`src/rtl/matrix_scan_capture_pkg.sv`:
```
// Shared definitions for the LED-matrix scan capture block: default geometry
// and the FSM state encoding.
package matrix_scan_capture_pkg;

  localparam int COLS_DEF       = 5;
  localparam int ROWS_DEF       = 7;
  localparam int MISS_LIMIT_DEF = 8;

  typedef enum logic {
    ST_HUNT    = 1'b0,
    ST_CAPTURE = 1'b1
  } state_e;

endpackage

```
`src/rtl/matrix_scan_capture_onehot_col_index.sv`:
```
// Classifies a column-activator sample as blank, a single column (with its
// index) or several simultaneous columns. Purely combinational.
module onehot_col_index
  import matrix_scan_capture_pkg::*;
#(
  parameter int COLS  = COLS_DEF,
  parameter int IDX_W = 3
) (
  input  logic [COLS-1:0]  i_act,
  output logic [IDX_W-1:0] o_index,
  output logic             o_blank,
  output logic             o_multi
);

  // Decode blank / multi flags and the index of the set bit
  always_comb begin
    // NOTE: every output gets a default before the loop so no path leaves it unassigned (no latches).
    o_index = '0;
    o_blank = (i_act == '0);
    o_multi = ((i_act & (i_act - COLS'(1))) != '0);
    for (int i = 0; i < COLS; i++) begin
      if (i_act[i]) o_index = IDX_W'(i);
    end
  end

endmodule

```
`src/rtl/matrix_scan_capture.sv`:
```
// Receiving end of the multiplexed LED-matrix column scan. Registers the
// activator/data pins, tracks the left-to-right column sequence and rebuilds
// the full frame in a shadow buffer, committing it when the scan wraps.
module matrix_scan_capture
  import matrix_scan_capture_pkg::*;
#(
  parameter int COLS           = COLS_DEF,
  parameter int ROWS           = ROWS_DEF,
  parameter int MISS_LIMIT     = MISS_LIMIT_DEF,
  parameter bit ACT_ACTIVE_LOW = 1'b0
) (
  input  logic                 clk,
  input  logic                 reset,
  input  logic [COLS-1:0]      col_act,
  input  logic [ROWS-1:0]      col_data,
  output logic [COLS*ROWS-1:0] frame,
  output logic                 frame_valid,
  output logic                 locked,
  output logic                 scan_err,
  output logic [7:0]           frame_count
);

  localparam int IDX_W  = (COLS > 1) ? $clog2(COLS) : 1;
  localparam int MISS_W = $clog2(MISS_LIMIT + 1);
  localparam logic [IDX_W-1:0]  LAST_COL  = IDX_W'(COLS - 1);
  localparam logic [MISS_W-1:0] MISS_LAST = MISS_W'(MISS_LIMIT - 1);

  logic [COLS-1:0]            r_act;
  logic [ROWS-1:0]            r_data;
  logic [IDX_W-1:0]           w_idx;
  logic                       w_blank;
  logic                       w_multi;
  logic                       w_col;
  logic                       w_hold;
  logic                       w_step;
  logic                       w_wrap;

  state_e                     r_state;
  logic [IDX_W-1:0]           r_cur;
  logic [MISS_W-1:0]          r_miss;
  logic [COLS-1:0][ROWS-1:0]  r_shadow;
  logic [COLS*ROWS-1:0]       r_frame;
  logic                       r_frame_valid;
  logic                       r_scan_err;
  logic [7:0]                 r_frame_count;

  // Input stage: one register on the pins, activator normalised to active-high
  always_ff @(posedge clk) begin
    if (!reset) begin
      r_act  <= '0;
      r_data <= '0;
    end else begin
      r_act  <= ACT_ACTIVE_LOW ? ~col_act : col_act;
      r_data <= col_data;
    end
  end

  onehot_col_index #(
    .COLS  (COLS),
    .IDX_W (IDX_W)
  ) u_col_index (
    .i_act   (r_act),
    .o_index (w_idx),
    .o_blank (w_blank),
    .o_multi (w_multi)
  );

  // Relation of the registered sample to the column currently being assembled
  assign w_col  = !w_blank && !w_multi;
  assign w_hold = w_col && (w_idx == r_cur);
  assign w_step = w_col && (r_cur != '0) && (w_idx == r_cur - IDX_W'(1));
  assign w_wrap = w_col && (r_cur == '0) && (w_idx == LAST_COL);

  // Scan-tracking FSM: shadow assembly, frame commit, sync loss and error detection
  always_ff @(posedge clk) begin
    if (!reset) begin
      // NOTE: the shadow buffer is cleared on reset so a frame interrupted by reset never leaks into a later commit.
      r_state       <= ST_HUNT;
      r_cur         <= '0;
      r_miss        <= '0;
      r_shadow      <= '0;
      r_frame       <= '0;
      r_frame_valid <= 1'b0;
      r_scan_err    <= 1'b0;
      r_frame_count <= '0;
    end else begin
      r_frame_valid <= 1'b0;
      r_scan_err    <= 1'b0;
      case (r_state)
        ST_HUNT: begin
          if (w_col && (w_idx == LAST_COL)) begin
            r_shadow[LAST_COL] <= r_data;
            r_cur              <= LAST_COL;
            r_miss             <= '0;
            r_state            <= ST_CAPTURE;
          end
        end
        ST_CAPTURE: begin
          if (w_blank) begin
            if (r_miss == MISS_LAST) begin
              r_state  <= ST_HUNT;
              r_shadow <= '0;
              r_miss   <= '0;
            end else begin
              r_miss <= r_miss + MISS_W'(1);
            end
          end else if (w_hold || w_step) begin
            r_shadow[w_idx] <= r_data;
            r_cur           <= w_idx;
            r_miss          <= '0;
          end else if (w_wrap) begin
            r_frame       <= r_shadow;
            r_frame_valid <= 1'b1;
            r_frame_count <= r_frame_count + 8'd1;
            // NOTE: non-blocking writes take effect in order, so the column write below overrides this clear.
            r_shadow           <= '0;
            r_shadow[LAST_COL] <= r_data;
            r_cur              <= LAST_COL;
            r_miss             <= '0;
          end else begin
            // Skip, backward jump or multi-column sample: the sequence is broken
            if (r_cur == '0) begin
              r_frame       <= r_shadow;
              r_frame_valid <= 1'b1;
              r_frame_count <= r_frame_count + 8'd1;
            end
            r_scan_err <= 1'b1;
            r_state    <= ST_HUNT;
            r_shadow   <= '0;
            r_miss     <= '0;
          end
        end
        default: r_state <= ST_HUNT;
      endcase
    end
  end

  assign frame       = r_frame;
  assign frame_valid = r_frame_valid;
  assign locked      = (r_state == ST_CAPTURE);
  assign scan_err    = r_scan_err;
  assign frame_count = r_frame_count;

endmodule

```
`config.mk`:
```
export PLATFORM = sky130hd
export DESIGN_NAME = matrix_scan_capture
export DESIGN_NICKNAME = d
export VERILOG_FILES = /design/src/rtl/matrix_scan_capture_pkg.sv /design/src/rtl/matrix_scan_capture_onehot_col_index.sv /design/src/rtl/matrix_scan_capture.sv
export SDC_FILE = /design/constraint.sdc
export NUM_CORES = 1
export LEC_CHECK = 0
export BUFFER_PORTS_ARGS = -buffer_cell sky130_fd_sc_hd__buf_2
export CORE_MARGIN = 3
export CORE_UTILIZATION = 50
export DETAILED_ROUTE_END_ITERATION = 10
export GPL_TIMING_DRIVEN = 0
export PLACE_DENSITY = 0.7
export RECOVER_POWER = 50
export SYNTH_ARGS = -nofsm -noshare
export SYNTH_HDL_FRONTEND = slang
export SYNTH_SLANG_ARGS = --single-unit
export TNS_END_PERCENT = 10
```
`constraint.sdc`:
```
create_clock -name clk -period 2.6 [get_ports clk]
set_input_delay 0.78 -clock clk [delete_from_list [all_inputs] [get_ports clk]]
set_output_delay 0.78 -clock clk [all_outputs]
set_load 0.05 [all_outputs]
```
==> impl_metrics.tcl <==
set metrics [dict create \
    status "finished, final reports clean" \
    fmax_mhz 397 \
    crit_arrival_ps 2790 \
    synth_edf_count 0 \
    coreArea_mm2 0.00749 \
    yosys.cell_types.count 48 \
    multi_input_area_mm2 0.00185 \
    hold_path_class "register to register" \
    ys_ff_latch 100 \
    wl_per_cell_um 15.2 \
    timing.hold.ws_ps 469 \
    vias 3011 \
    ctsLongestPathBuffers 2 \
    min_delay_path_depth 2 \
    cts_buffers 9 \
    track_usage 0.196 \
    antenna_cells 0 \
    fillers 656 \
    finalSetupViolations 0 \
    ys_top_cells_by_count "dfxtp_1, mux2i_1, nor2b_1, nand2_1, a22o_1" \
    nNetsFinal 472 \
    slowest_stage "or4_4" \
    rr_worst_depth 7 \
    slew_violations 0 \
    globalplace.congestion 0.863 \
    drive_gt1_frac 0.113 \
    htreeDepth 3 \
    tritoncts "done" \
    gr-total-overflow 0 \
    criticalPathCategory "register to register" \
    p_leak_uw 0.00165 \
    std_cell_rows 31 \
    grt_pass1_wl_um 13800 \
    io_buffer_count 58 \
    drv_cap 0 \
    synth-async-reset-ratio 0 \
    synth_nets 402 \
    area_growth_pct 13.8 \
    p_per_area_mw_per_mm2 588 \
    endpoint_kind "register" \
    postCtsHoldBufs 0 \
    drc 0 \
    synthTopCellsByArea "dfxtp_1, mux2i_1, nor2b_1" \
    die_x_um 95.3 \
    netlist_area_mm2 0.00399 \
    clock_sinks 100 \
    postRouteAntennaNets 0 \
    drt_wl_total_um 8480 \
    ctsRootBufferMaster "clkbuf_8" \
    die-area_mm2 0.00908 \
    vdd_drop_max_mv 0.478 \
    utilization 0.606 \
    worst_pin_slew_ps 752 \
    slowest_delay_ps 490 \
    hold_viol 0 \
    drt-initial-drc-count 146 \
    syn_inst 384 \
    place_hpwl_um 6150 \
    finalCriticalPeriod_ps 2520 \
    seqCellArea_mm2 0.00200 \
    die_height_um 95.3 \
    fin_worst_skew_ps 10.2 \
    total_power_uw 2670 \
    avgSynthCellArea_um2 10.4 \
    path_max_fanout 8 \
    clock_latency_ps 370 \
    num_io_pins 60 \
    ys_seq_area_frac 0.502 \
    worstPathCellList "buf_6, or4_4, clkbuf_1, a311oi_1, nand2b_1, o21ai_0, o221a_2" \
    period_share 0.968 \
    grt_start_max_net_pins 19 \
    yosysTopAreaCell "dfxtp_1" \
    grt_pass1_vias 2766 \
    ys_warn_count 0 \
    antenna_found_initial 0 \
    first_pass_iters 4 \
    initial_core_util 0.533 \
    yosysMostFrequentCell "dfxtp_1" \
    viasPerCell 5.40 \
    cp-start-kind "register" \
    tns_ps 0 \
    synth-main-ff-cell "dfxtp_1" \
    required_ps 2870 \
    rsz0062_at_grt "true" \
    relSlewSlack 0.494 \
    synth_top_area_frac 0.502 \
    clk_pin_slew_worst_paths_ps 100 \
]
==> cell usage in the layout (no fill, tap or decap), types with 6 or more instances in the layout <==
cell type	instances
clkbuf_1	58
nor2_1	9
nand2b_1	9
nor2b_1	40
nand2_1	30
buf_2	20
dfxtp_1	100
nand3_1	11
a32o_1	7
and2_0	6
o21ai_0	12
clkbuf_8	9
mux2i_1	43
inv_1	9
and2_1	9
a22o_1	18
==> registers in the layout, indices dropped and copies added, names as in the netlist <==
name         count
r_shadow        35
r_cur            3
r_act            5
locked           1
r_data           7
frame_count      8
frame_valid      1
frame           35
scan_err         1
r_miss           4
==> path summary, 6_finish.rpt <==
kind / from / end / slack (ps)
worst min register to register: r_shadow[2] / r_shadow[2] / 470
worst min-delay path: r_shadow[2] / r_shadow[2] / 470
worst max register to register: r_act[1] / r_cur[2] / 80
worst max-delay path: r_act[1] / r_cur[2] / 80
==> cells by family (layout without fill, tap and decap cells) <==
kind of cell / Yosys count / in the layout / share of synthesized area
AOI/OAI and AO/OA: 71 / 71 / 0.145
DFF: 100 / 100 / 0.502
adders and majority gates: 4 / 4 / 0.0125
buffers and inverters: 31 / 106 / 0.0373
xor gates and xnor gates: 2 / 2 / 0.00439
muxes: 43 / 43 / 0.108
and+or+nand+nor: 133 / 133 / 0.191
==> critical path, delay by kind of cell, from the launching register on <==
family	cells	cell delay, ps
buffers and inverters	2	350
and+or+nand+nor	2	710
DFF	1	320
AOI/OAI and AO/OA	3	1040
==> stage by stage <==
| step | instances | instance area [µm²] | worst slack [ps] |
|---|---|---|---|
| floorplan | 384 | 3990 | 358 |
| global placement | 541 | 4400 | 47.5 |
| detailed placement | 541 | 4400 | 20.8 |
| CTS | 557 | 4590 | 58.7 |
| global route | 558 | 4540 | -39.6 |
| finish | 558 | 4540 | 82.5 |
==> timing repair <==
item,in CTS,in global routing
pin swaps,0,2
setup endpoints to repair,7,37
gates resized for setup,1,1
buffers inserted,0,1
==> per-layer routing <==
metal  vias up  track usage  wire (µm)
met5         -            0          0
met4         0       0.0601        124
met3        13       0.0568        481
met2        86        0.300       3790
met1      1405        0.268       4080
li1       1507            -          -
==> report_power, final <==
part	switching (µW)	total [µW]	internal [µW]
registers	18.9	1560	1550
clock network	558	920	363
logic	115	183	68.0
total	691	2670	1980
==> final cells by class <==
cell class / count / area share
repair buffers: 59 / 0.0529
flip-flops and latches: 100 / 0.441
plain buffers: 22 / 0.0237
clock inverters: 7 / 0.0130
multi-input cells: 253 / 0.407
clock buffers: 9 / 0.0273
well taps: 99 / 0.0273
inverters: 9 / 0.00744
(Power assumes the default switching activity.)
